**config.mk**
```make
export PLATFORM = sky130hd
export DESIGN_NAME = spi_controller_flat
export DESIGN_NICKNAME = d
export VERILOG_FILES = /design/src/rtl/spi_controller_if.sv /design/src/rtl/spi_controller.sv /design/src/flat_wrapper.sv
export SDC_FILE = /design/constraint.sdc
export NUM_CORES = 1
export LEC_CHECK = 0
export CAP_MARGIN = 20
export CORE_MARGIN = 2
export CORE_UTILIZATION = 45
export DETAILED_ROUTE_END_ITERATION = 7
export PLACE_DENSITY = 0.64
export SETUP_SLACK_MARGIN = 0.2
export SYNTH_ARGS = -nofsm -noshare
export SYNTH_HDL_FRONTEND = slang
export SYNTH_SLANG_ARGS = --single-unit
export TNS_END_PERCENT = 50
```
**constraint.sdc**
```tcl
create_clock -name clk -period 2.2 [get_ports clk]
set_input_delay 0.22 -clock clk [delete_from_list [all_inputs] [get_ports clk]]
set_output_delay 0.22 -clock clk [all_outputs]
set_load 0.03 [all_outputs]
```
**src/rtl/spi_controller_if.sv**
```systemverilog
// Purpose : command port plus SPI pins of the SPI mode-0 controller, bundled as one interface.
// Latency : n/a (wires only).
// Backpressure: start is honoured only while busy=0; there is no other flow control.
// Ports   : start/rw/addr/wdata/abort (command in), busy/done (status out),
//           nCS/SCLK/COPI (SPI pins out). master = controller side, slave = host/bench side.
interface spi_controller_if;
  logic       start;
  logic       rw;
  logic [6:0] addr;
  logic [7:0] wdata;
  logic       abort;
  logic       busy;
  logic       done;
  logic       nCS;
  logic       SCLK;
  logic       COPI;

  modport master (
    input  start, rw, addr, wdata, abort,
    output busy, done, nCS, SCLK, COPI
  );

  modport slave (
    output start, rw, addr, wdata, abort,
    input  busy, done, nCS, SCLK, COPI
  );
endinterface

```
**src/rtl/spi_controller.sv**
```systemverilog
// Purpose : SPI mode-0 master; shifts one 16-bit frame {rw, addr[6:0], wdata[7:0]} MSB-first.
// Latency : nCS falls 1 cycle after accept; done 1+CS_SETUP+32*CLK_DIV+CS_HOLD after accept.
// Backpressure: start ignored while busy; abort ends the frame early and still runs the gap.
// Ports   : clk, rst_n (async, active low), bus (spi_controller_if.master: command + SPI pins).
//           Every output is a flop; nothing combinational from inputs to outputs.
module spi_controller #(
  parameter int CLK_DIV  = 4,
  parameter int CS_SETUP = 2,
  parameter int CS_HOLD  = 4,
  parameter int CS_GAP   = 4
) (
  input  logic             clk,
  input  logic             rst_n,
  spi_controller_if.master bus
);

  typedef enum logic [2:0] {IDLE, SETUP, LOW, HIGH, HOLD, GAP} state_t;

  // Phase counters run 0..N-1, so each phase ends on the edge where cnt hits N-1.
  localparam logic [7:0] DIV_LAST   = 8'(CLK_DIV - 1);
  localparam logic [7:0] SETUP_LAST = 8'(CS_SETUP - 1);
  localparam logic [7:0] HOLD_LAST  = 8'(CS_HOLD - 1);
  localparam logic [7:0] GAP_LAST   = 8'(CS_GAP - 1);

  state_t      state, state_nxt;
  logic [7:0]  cnt, cnt_nxt;
  logic [3:0]  bit_cnt, bit_cnt_nxt;
  // Holds {addr, wdata}; rw goes straight to COPI at accept, so bit 15 is never stored.
  logic [14:0] shift, shift_nxt;
  logic        ncs, ncs_nxt;
  logic        sclk, sclk_nxt;
  logic        copi, copi_nxt;
  logic        busy, busy_nxt;
  logic        done, done_nxt;
  logic        in_frame;

  // abort is only meaningful while nCS is low; in GAP/IDLE it has no effect.
  assign in_frame = (state == SETUP) || (state == LOW) || (state == HIGH) || (state == HOLD);

  always_ff @(posedge clk or negedge rst_n) begin
    if (!rst_n) begin
      state   <= IDLE;
      cnt     <= '0;
      bit_cnt <= '0;
      shift   <= '0;
      ncs     <= 1'b1;
      sclk    <= 1'b0;
      copi    <= 1'b0;
      busy    <= 1'b0;
      done    <= 1'b0;
    end else begin
      state   <= state_nxt;
      cnt     <= cnt_nxt;
      bit_cnt <= bit_cnt_nxt;
      shift   <= shift_nxt;
      ncs     <= ncs_nxt;
      sclk    <= sclk_nxt;
      copi    <= copi_nxt;
      busy    <= busy_nxt;
      done    <= done_nxt;
    end
  end

  always_comb begin
    state_nxt   = state;
    cnt_nxt     = cnt + 8'd1;
    bit_cnt_nxt = bit_cnt;
    shift_nxt   = shift;
    ncs_nxt     = ncs;
    sclk_nxt    = sclk;
    copi_nxt    = copi;
    busy_nxt    = busy;
    done_nxt    = 1'b0;

    if (bus.abort && in_frame) begin
      // Drop the frame mid-flight; the receiver sees fewer than 16 rises and discards it.
      state_nxt   = GAP;
      cnt_nxt     = '0;
      bit_cnt_nxt = '0;
      ncs_nxt     = 1'b1;
      sclk_nxt    = 1'b0;
      copi_nxt    = 1'b0;
    end else begin
      case (state)
        IDLE: begin
          cnt_nxt = '0;
          if (bus.start) begin
            shift_nxt   = {bus.addr, bus.wdata};
            copi_nxt    = bus.rw;
            bit_cnt_nxt = '0;
            ncs_nxt     = 1'b0;
            busy_nxt    = 1'b1;
            state_nxt   = SETUP;
          end
        end
        SETUP: begin
          if (cnt == SETUP_LAST) begin
            cnt_nxt   = '0;
            state_nxt = LOW;
          end
        end
        LOW: begin
          if (cnt == DIV_LAST) begin
            cnt_nxt   = '0;
            sclk_nxt  = 1'b1;
            state_nxt = HIGH;
          end
        end
        HIGH: begin
          if (cnt == DIV_LAST) begin
            cnt_nxt     = '0;
            sclk_nxt    = 1'b0;
            bit_cnt_nxt = bit_cnt + 4'd1;
            if (bit_cnt == 4'd15) begin
              copi_nxt  = 1'b0;
              state_nxt = HOLD;
            end else begin
              // Data changes on the falling edge, a full LOW phase before the next rise.
              copi_nxt  = shift[14];
              shift_nxt = {shift[13:0], 1'b0};
              state_nxt = LOW;
            end
          end
        end
        HOLD: begin
          if (cnt == HOLD_LAST) begin
            cnt_nxt   = '0;
            ncs_nxt   = 1'b1;
            done_nxt  = 1'b1;
            state_nxt = GAP;
          end
        end
        GAP: begin
          if (cnt == GAP_LAST) begin
            cnt_nxt   = '0;
            busy_nxt  = 1'b0;
            state_nxt = IDLE;
          end
        end
        default: begin
          state_nxt = IDLE;
          cnt_nxt   = '0;
        end
      endcase
    end
  end

  assign bus.nCS  = ncs;
  assign bus.SCLK = sclk;
  assign bus.COPI = copi;
  assign bus.busy = busy;
  assign bus.done = done;

endmodule

```
**src/flat_wrapper.sv**
```systemverilog
// flat-port wrapper written by rule: the top's interface ports become plain ports
module spi_controller_flat 
#(
  parameter int CLK_DIV  = 4,
  parameter int CS_SETUP = 2,
  parameter int CS_HOLD  = 4,
  parameter int CS_GAP   = 4
)
  (clk, rst_n, bus_start, bus_rw, bus_addr, bus_wdata, bus_abort, bus_busy, bus_done, bus_nCS, bus_SCLK, bus_COPI);
  spi_controller_if bus_i ();
  input  logic clk;
  input  logic rst_n;
  input wire logic [$bits(bus_i.start)-1:0] bus_start;
  input wire logic [$bits(bus_i.rw)-1:0] bus_rw;
  input wire logic [$bits(bus_i.addr)-1:0] bus_addr;
  input wire logic [$bits(bus_i.wdata)-1:0] bus_wdata;
  input wire logic [$bits(bus_i.abort)-1:0] bus_abort;
  output wire logic [$bits(bus_i.busy)-1:0] bus_busy;
  output wire logic [$bits(bus_i.done)-1:0] bus_done;
  output wire logic [$bits(bus_i.nCS)-1:0] bus_nCS;
  output wire logic [$bits(bus_i.SCLK)-1:0] bus_SCLK;
  output wire logic [$bits(bus_i.COPI)-1:0] bus_COPI;
  assign bus_i.start = bus_start;
  assign bus_i.rw = bus_rw;
  assign bus_i.addr = bus_addr;
  assign bus_i.wdata = bus_wdata;
  assign bus_i.abort = bus_abort;
  assign bus_busy = bus_i.busy;
  assign bus_done = bus_i.done;
  assign bus_nCS = bus_i.nCS;
  assign bus_SCLK = bus_i.SCLK;
  assign bus_COPI = bus_i.COPI;
  spi_controller #(.CLK_DIV(CLK_DIV), .CS_SETUP(CS_SETUP), .CS_HOLD(CS_HOLD), .CS_GAP(CS_GAP)) u_core (.clk(clk), .rst_n(rst_n), .bus(bus_i));
endmodule
```
Word-level counts from Yosys, hierarchy flattened
Cells that the tools add are included.

word-level totals
  register bits = 35
  bits of input ports = 20
  output and inout port bits = 5
  word-level logic and storage cells = 85

cells by class
  $add $sub $neg = 2
  equal/unequal tests = 18
  multiplexer cells = 38
  bitwise operators = 1
  reduce and logical (&&, ||, !) cells = 17

operators by type and width
  cell                   number
  $mux W15               3
  $pmux W15 S2           1
  $mux W3                8
  $mux W8                3
  $pmux W3 S6            1
  $pmux W8 S2            1
  $mux W1                13
  $mux W4                3
  $ne A3 B3 Y1 const B   4
  $reduce_and A3 Y1      3
  $reduce_bool A3 Y1     3
  $add A8 B1 Y8 const B  1
  $eq A8 B1 Y1 const B   1
  $eq A8 B2 Y1 const B   1
  $pmux W1 S2            4
  $pmux W4 S2            1
  $eq A3 B2 Y1 const B   2
  $eq A3 B3 Y1 const B   2
  $ne A2 B2 Y1 const B   3
  $reduce_and A6 Y1      1
  $reduce_and A5 Y1      1
  $add A4 B1 Y4 const B  1
  $eq A4 B4 Y1 const B   1
  $reduce_and A4 Y1      1
  other kinds (10)       13

Depth between registers and ports, before layout
Gate-level depths: netlist of the first run.

  word-level depth = 7
  gate-level depth with buffers = 7
  depth with buffers taken out = 6

Worst setup path after synthesis of the first run
Ideal clock, no wire load.

  kind = register -> register
  start = register u_core.cnt[0]
  end = register u_core.state[0]
  setup time = 127 ps
  arrival = 1,738 ps
  slack = 334 ps
  cell stages (with the launch flop) = 7
  buffers on the path = 0
  cells stage by stage = dfrtp_1 -> ha_1 -> nor3b_1 -> and2_1 -> a211o_1 -> nand4b_4 -> mux2_1

on the way
  word-level cells in the longest chain between the ends = 3
  elaborated cells on any way between the ends = 8

ends and longest elaborated chain
  element                                                        RTL line              source
  from (decl)                                                    spi_controller.sv:26  logic [7:0] cnt, cnt_nxt;
  from (signal assigned)                                         spi_controller.sv:53  cnt <= cnt_nxt;
  $eq A8 B1 Y1 or $eq A8 B2 Y1 (tied branches)                   -
  $ne A3 B3 Y1 (no source line) or $ne A3 B1 Y1 (tied branches)  -
  $reduce_and A6 Y1 (no source line) (*)                         -
  to (signal assigned)                                           spi_controller.sv:52  state <= state_nxt;
  to (decl)                                                      spi_controller.sv:25  state_t state, state_nxt;

Mark *: on every way between the ends. The rest lies on a longest branch, timed or not.
A chain may end at the register's enable or synchronous reset.

Worst setup path after layout of the first run
  start = register u_core.state[2]
  end = register u_core.shift[0]

on the way
  word-level cells in the longest chain between the ends = 7
  elaborated cells on any way between the ends = 16

ends and longest elaborated chain
  element                                       RTL line              source
  $eq A3 B1 Y1 or $eq A3 B2 Y1 (tied branches)  spi_controller.sv:38  assign in_frame = (state == SETUP) || (state == LOW) || (state == HIGH) || (state == HOLD);
  $logic_or A1 B1 Y1 (3 in a row)               spi_controller.sv:38
  $logic_and A1 B1 Y1                           spi_controller.sv:75  if (bus.abort && in_frame) begin
  $not A1 Y1 (no source line)                   -
  $reduce_and A5 Y1 (no source line)            -
  to (signal assigned)                          spi_controller.sv:55  shift <= shift_nxt;
  to (decl)                                     spi_controller.sv:29  logic [14:0] shift, shift_nxt;

Parallel ways exist; a longest one is shown, timed or not.

==> results of run 1 <==
metrics by stage:
step / worst slack, ns / hold WS [ns] / utilization / area, um^2
floorplan: 0.334 / -0.0756 / - / 1950
global placement: 0.220 / 0.467 / 0.558 / 2280
detailed placement: 0.128 / 0.471 / 0.558 / 2280
CTS: 0.188 / 0.368 / 0.584 / 2380
global route: 0.185 / 0.392 / 0.599 / 2450
finish: 0.251 / 0.354 / 0.599 / 2450
worst max-delay path by stage:
stage,start,end,slack (ns)
after global routing,u_core.state[2],u_core.shift[0],0.19
after floorplan,u_core.cnt[0],u_core.state[0],0.33
after global placement,u_core.cnt[0],u_core.shift[0],0.22
after detailed placement,u_core.cnt[0],u_core.shift[4],0.13
after CTS,u_core.cnt[0],u_core.state[2],0.19
final,u_core.state[2],u_core.shift[0],0.25
where the power goes:
| group | switching [mW] | internal (mW) | total [mW] |
|---|---|---|---|
| combinational | 0.713 | 0.652 | 1.37 |
| clock | 0.217 | 0.286 | 0.503 |
| sequential | 0.127 | 0.861 | 0.988 |
| total | 1.06 | 1.80 | 2.86 |
area by class of cell:
cell class                 instances  area [um^2]
tap                               50         62.6
inverter                           2         7.51
sequential                        35          877
timing repair buffer              40          390
multi-input combinational        145         1010
fill                             345         1640
clock buffer                       8          100
cell families (layout without fill, tap and decap cells):
group,count (synthesis),after routing,synth area share
AND/OR/NAND/NOR,75,75,0.209
XOR/XNOR,6,6,0.0270
adder cells (fa/ha/maj),3,3,0.0193
multiplexers,16,16,0.0830
flip-flops,35,35,0.451
buffers and inverters,13,50,0.0367
AO/OA/AOI/OAI,45,45,0.174
flip-flops by register name, summed over array words and instances, names as in the netlist:
name,cells
u_core.bus.nCS,1
u_core.state,3
u_core.bus.done,1
u_core.bus.busy,1
u_core.shift,15
u_core.bus.SCLK,1
u_core.cnt,8
u_core.bit_cnt,4
u_core.bus.COPI,1
worst max-delay path, stage by stage, from the launching register on:
cell       delay, ns
dfrtp_1         0.45
or3_4           0.39
and3_4          0.21
o41ai_4         0.33
buf_4           0.19
clkbuf_16       0.19
o21ai_1         0.07
per-layer routing:
metal | global-route usage | vias up | part of all wire
met5 | 0 | - | 0
met4 | 0.0577 | 0 | 0.0043
met3 | 0.0392 | 2 | 0.027
met2 | 0.269 | 27 | 0.49
met1 | 0.227 | 719 | 0.48
li1 | - | 753 | -
cell usage after synthesis, types with 4 or more instances:
| master | instances | area, um^2 |
|---|---|---|
| nor2_1 | 31 | 116 |
| o21ai_0 | 9 | 45.0 |
| xnor2_1 | 4 | 35.0 |
| clkbuf_1 | 4 | 15.0 |
| a21oi_2 | 14 | 123 |
| mux2i_1 | 15 | 150 |
| a21oi_1 | 6 | 30.0 |
| nand2_1 | 12 | 45.0 |
| dfrtp_1 | 34 | 851 |
| nand2b_1 | 5 | 31.3 |
| nand3_1 | 5 | 25.0 |
what timing repair did:
item                                   4_1_cts  5_1_grt
setup buffers                                0        4
setup endpoints to repair                   19       28
pin swaps                                    0        2
cloned                                       0        1
gates resized for setup                      1        2
endpoints found under the hold margin        0        0
==> summary.md, run 1 <==
| Metric | Value |
|---|---|
| DRT iter0 DRCs | 126 |
| Register area share after synthesis | 0.451 |
| NumNets Final | 252 |
| VDD IR max | 0.526 mV |
| Die Area | 4870 um^2 |
| Port Buffers | 24 |
| Yosys cell types | 47 |
| Most frequent cells in the layout | 34 x dfrtp_1, 31 x nor2_1, 24 x clkdlybuf4s50_1 |
| Final Hold Violating Endpoints | 0 |
| Unrepaired setup endpoints after global routing | false |
| HP Class | input pin to async pin |
| Max frequency | 0.513 GHz |
| Clock Skews | 0.0131 ns |
| Crit Path Max Fanout | 15 |
| Leakage | 1.11 nW |
| Top-Level Pins | 25 |
| Total power | 2.86 mW |
| Vias in the first global route | 1461 |
| Initial antenna violation count | 0 |
| Antenna Cells | 0 |
| Detailed Place HPWL | 2680 um |
| Post-Syn Area per Cell | 10.1 um^2 |
| CTS H-tree lvls | 2 |
| CTS root buf | clkbuf_8 |
| Setup_tns | 0 ns |
| Main synth FF type | dfrtp_1 |
| Clock Path Buffers | 2 |
| Crit share post-route | 0.886 |
| Via count | 1501 |
| Number of synthesized flops with an enable pin | 0 |
| Global-route wire length before repair | 6730 um |
| Post-DR vias/cell | 5.36 |
| Core Region | 4090 um^2 |
| Layout cells sized above 1 | 0.204 |
| Worst-Margin Slew | 0.440 ns |
| Cts hold-fix bufs | 0 |
| Async set-reset flop share out of synthesis | 1.00 |
| Endpoints failing setup | 0 |
| Worst path required time | 2.36 ns |
| Clock transition at path regs | 0.08 ns |
| CP Class | flop to flop |
| PD cells | 1170 nW/um^2 |
| Clock latency at the later pin of the worst-skew pair | 0.28 ns |
| Max-slew violations | 0 |
| Worst R2R Setup Slack | 0.25 ns |
| Synthesized area | 1950 um^2 |
| Flops & latches, synth | 35 |
| ANT nets after route | 0 |
| Chip Height | 69.8 um |
| Post-Route WL | 3980 um |
| Min cycle time layout | 1.95 ns |
| Post-synth net total | 216 |
| Cells after Synth | 193 |
| Largest net degree at the start of global routing | 36 |
| Row cnt | 23 |
| Sink Count | 35 |
| Remaining DRCs | 0 |
| Final Non-Filler Cells | 280 |
| Arr. time, crit path | 2.11 ns |
| Rel. slew slack | 0.707 |
| DRT Pass-1 Iters | 4 |
| Routability congestion estimate from global placement | 0.796 |
| Starting Density | 0.476 |
| Synth warnings | 0 |
| Die Span X | 69.8 um |
| Global-route usage over all layers | 0.169 |
| Worst reg2reg path endpoint | u_core.shift[0] |
| Status | finished clean |
| Area grow syn2layout | 25.9% |
| Worst setup EP type | flop |
| CTS tree | built |
| Per-cell routed wire length | 14.2 um |
| Worst setup SP type | flop |
| Total grt overflow | 0 |
| Most common cell after layout, fill and taps aside | dfrtp_1 |
| Max Cap Violations | 0 |
| R2R Path Start | u_core.state[2] |
| Num CTS Buffers | 5 |
| Placed insts | 267 |
| Path depth of the worst reg2reg path | 6 |
Power figures use the tool's default switching activity.
==> inputs of run 2 (changes only) <==
CTS_CLUSTER_SIZE = 14   (was default)
PLACE_DENSITY = default   (was 0.64)
PLACE_DENSITY_LB_ADDON = 0.3   (was default)
==> summary.md, run 2 (synthesis gave the netlist of run 1 again) <==
| Metric | Value |
|---|---|
| Clock transition at path regs | 0.07 ns (about the same) |
| Leakage | 1.10 nW (-0.59%) |
| Worst-Margin Slew | 0.440 ns (+0.000266 ns) |
| DRT Pass-1 Iters | 4 (unchanged) |
| Unrepaired setup endpoints after global routing | true |
| Max incr delay on CP | 0.42 ns (-0.03 ns) |
| Worst R2R Setup Slack | 0.24 ns (about the same) |
| Per-cell routed wire length | 13.2 um (-6.8%) |
| Clock latency at the later pin of the worst-skew pair | 0.28 ns (about the same) |
| Cts hold-fix bufs | 0 (unchanged) |
| Final Hold Violating Endpoints | 0 (unchanged) |
| Crit-path cells | ha_4 > nor3b_2 > and2_2 > a211o_1 > nand4b_4 > mux2_1 |
| Clock Path Buffers | 2 (unchanged) |
| Endpoints failing setup | 0 (unchanged) |
| Most common cell after layout, fill and taps aside | dfrtp_1 |
| # fillers | 350 (+1.4%) |
| Max Cap Violations | 0 (unchanged) |
| Die Span X | 69.8 um (unchanged) |
| Initial antenna violation count | 0 (unchanged) |
| Top-Level Pins | 25 (unchanged) |
| Worst reg2reg path endpoint | u_core.state[0] |
| Crit Path Max Fanout | 5 (-10) |
| Vias in the first global route | 1427 (-2.3%) |
| Num CTS Buffers | 5 (unchanged) |
| Path depth of the worst reg2reg path | 6 (unchanged) |
| Most frequent cells in the layout | 33 x dfrtp_1, 31 x nor2_1, 24 x clkdlybuf4s50_1 |
| Chip Height | 69.8 um (unchanged) |
| Worst setup path start | u_core.cnt[1] |
| Clock Skews | 0.00332 ns (-0.00977 ns) |
| Total grt overflow | 0 (unchanged) |
| Detailed Place HPWL | 2570 um (-4.3%) |
| Cell count along the critical path | 6 (unchanged) |
| Largest registers | u_core.shift (15), u_core.cnt (8), u_core.bit_cnt (4) |
| Max-slew violations | 0 (unchanged) |
| Via count | 1454 (-3.1%) |
| Setup ws final | 0.242 ns (-0.00915 ns) |
| Antenna Cells | 0 (unchanged) |
| Setup_tns | 0 ns (unchanged) |
| Port Buffers | 24 (unchanged) |
| Core Region | 4090 um^2 (unchanged) |
| Global-route wire length before repair | 6440 um (-4.2%) |
| VDD IR max | 0.485 mV (-7.9%) |
| Crit share post-route | 0.890 (+0.00416) |
| Global-route usage over all layers | 0.166 (-0.00316) |
| Worst setup EP type | flop |
| CTS H-tree lvls | 2 (unchanged) |
| Layout cells sized above 1 | 0.203 (-0.00170) |
| NumNets Final | 249 (-1.2%) |
| Critical path capture point | u_core.state[0] |
| Post-DR vias/cell | 5.25 (-2.1%) |
| CTS tree | built |
| Max frequency | 0.511 GHz (-0.47%) |
| Arr. time, crit path | 2.12 ns (about the same) |
| PD cells | 1150 nW/um^2 (-1.3%) |
| Die Area | 4870 um^2 (unchanged) |
| WP buf/inv | 0 (-2) |
| Dpl ws | 0.179 ns (+0.0509 ns) |
| CP top delay family | simple AND/OR/NAND/NOR gates |
| Area grow syn2layout | 24.1% |
| HP Class | input pin to async pin |
| CP max stage cell | dfrtp_1 |
| CP Class | flop to flop |
| Remaining DRCs | 0 (unchanged) |
| DRT iter0 DRCs | 156 (+24%) |
| Sink Count | 35 (unchanged) |
| Row cnt | 23 (unchanged) |
| Max reg flops | 15 (unchanged) |
| Rel. slew slack | 0.706 (about the same) |
| Status | finished clean |
| CTS root buf | clkbuf_8 |
| Register with the most flip-flops | u_core.shift |
| ANT nets after route | 0 (unchanged) |
| Min cycle time layout | 1.96 ns (+0.00915 ns) |
| Post-Route WL | 3670 um (-7.8%) |
| Largest net degree at the start of global routing | 36 (unchanged) |
| Worst path required time | 2.37 ns (about the same) |
| R2R Path Start | u_core.cnt[1] |
| Starting Density | 0.476 (unchanged) |
| Routability congestion estimate from global placement | 0.854 (+7.3%) |
| Worst setup SP type | flop |
## run 2: changes by cell type in the layout (fill, tap and decap cells not counted)
cell	before	now
buf_4	14	12
dfrtp_2	0	1
ha_2	1	0
nor3b_2	0	1
dfrtp_1	34	33
and2_1	3	2
ha_4	0	1
clkbuf_16	1	0
nor3b_4	1	0
and2_2	0	1
## run 2: how the worst min path moves through the flow
stage | end
after floorplan | u_core.bit_cnt[0]
after global routing | u_core.cnt[2]
after CTS | u_core.bit_cnt[2]
final | u_core.bus.done
after detailed placement | u_core.bus.COPI
after global placement | u_core.bus.COPI
## run 2: repair_timing
item,in CTS,in global routing
cloned,0,0
hold endpoints to repair,0,0
resized for setup,2,3
setup endpoints to repair,16,21
pin swaps,0,2
setup buffers,0,4
## run 2: per-stage QoR
| step | total power [mW] | util | std cells | instance area (um^2) | hold WS [ns] |
|---|---|---|---|---|---|
| 4_1_cts | 2.76 | 0.581 | 273 | 2370 | 0.362 |
| 6_report | 2.78 | 0.591 | 277 | 2410 | 0.345 |
| 3_3_place_gp | 2.22 | 0.554 | 265 | 2260 | 0.466 |
| 5_1_grt | 3.00 | 0.591 | 277 | 2410 | 0.384 |
| 3_5_place_dp | 2.25 | 0.554 | 265 | 2260 | 0.474 |
| 2_1_floorplan | 1.93 | - | 193 | 1950 | -0.0756 |
## run 2: area by class of cell
type / count / area (um^2) / share of cell area
Clock buffer: 8 / 100 / 0.0415
Inverter: 2 / 7.51 / 0.00311
Multi-Input combinational cell: 145 / 1020 / 0.421
Sequential cell: 35 / 878 / 0.364
Tap cell: 50 / 62.6 / 0.0259
Timing Repair Buffer: 37 / 350 / 0.145
## run 2: routing by layer
layer  wire (um)  up-vias  track usage
met2        1790       17        0.264
met1        1700      690        0.209
met3         112        6       0.0494
met5           0        -            0
li1            -      741            -
met4          66        0       0.0726
## run 2: power breakdown
group          leakage [nW]  total (mW)  switching (mW)  internal, mW
logic                 0.619        1.28           0.676         0.605
registers             0.428       0.995           0.132         0.862
clock network        0.0515       0.505           0.219         0.286
==> inputs of run 3 (changes only) <==
SKIP_LAST_GASP = 1   (was default)
==> results of run 3 <==
No change in the layout: final DEF, timing and power equal those of run 2.
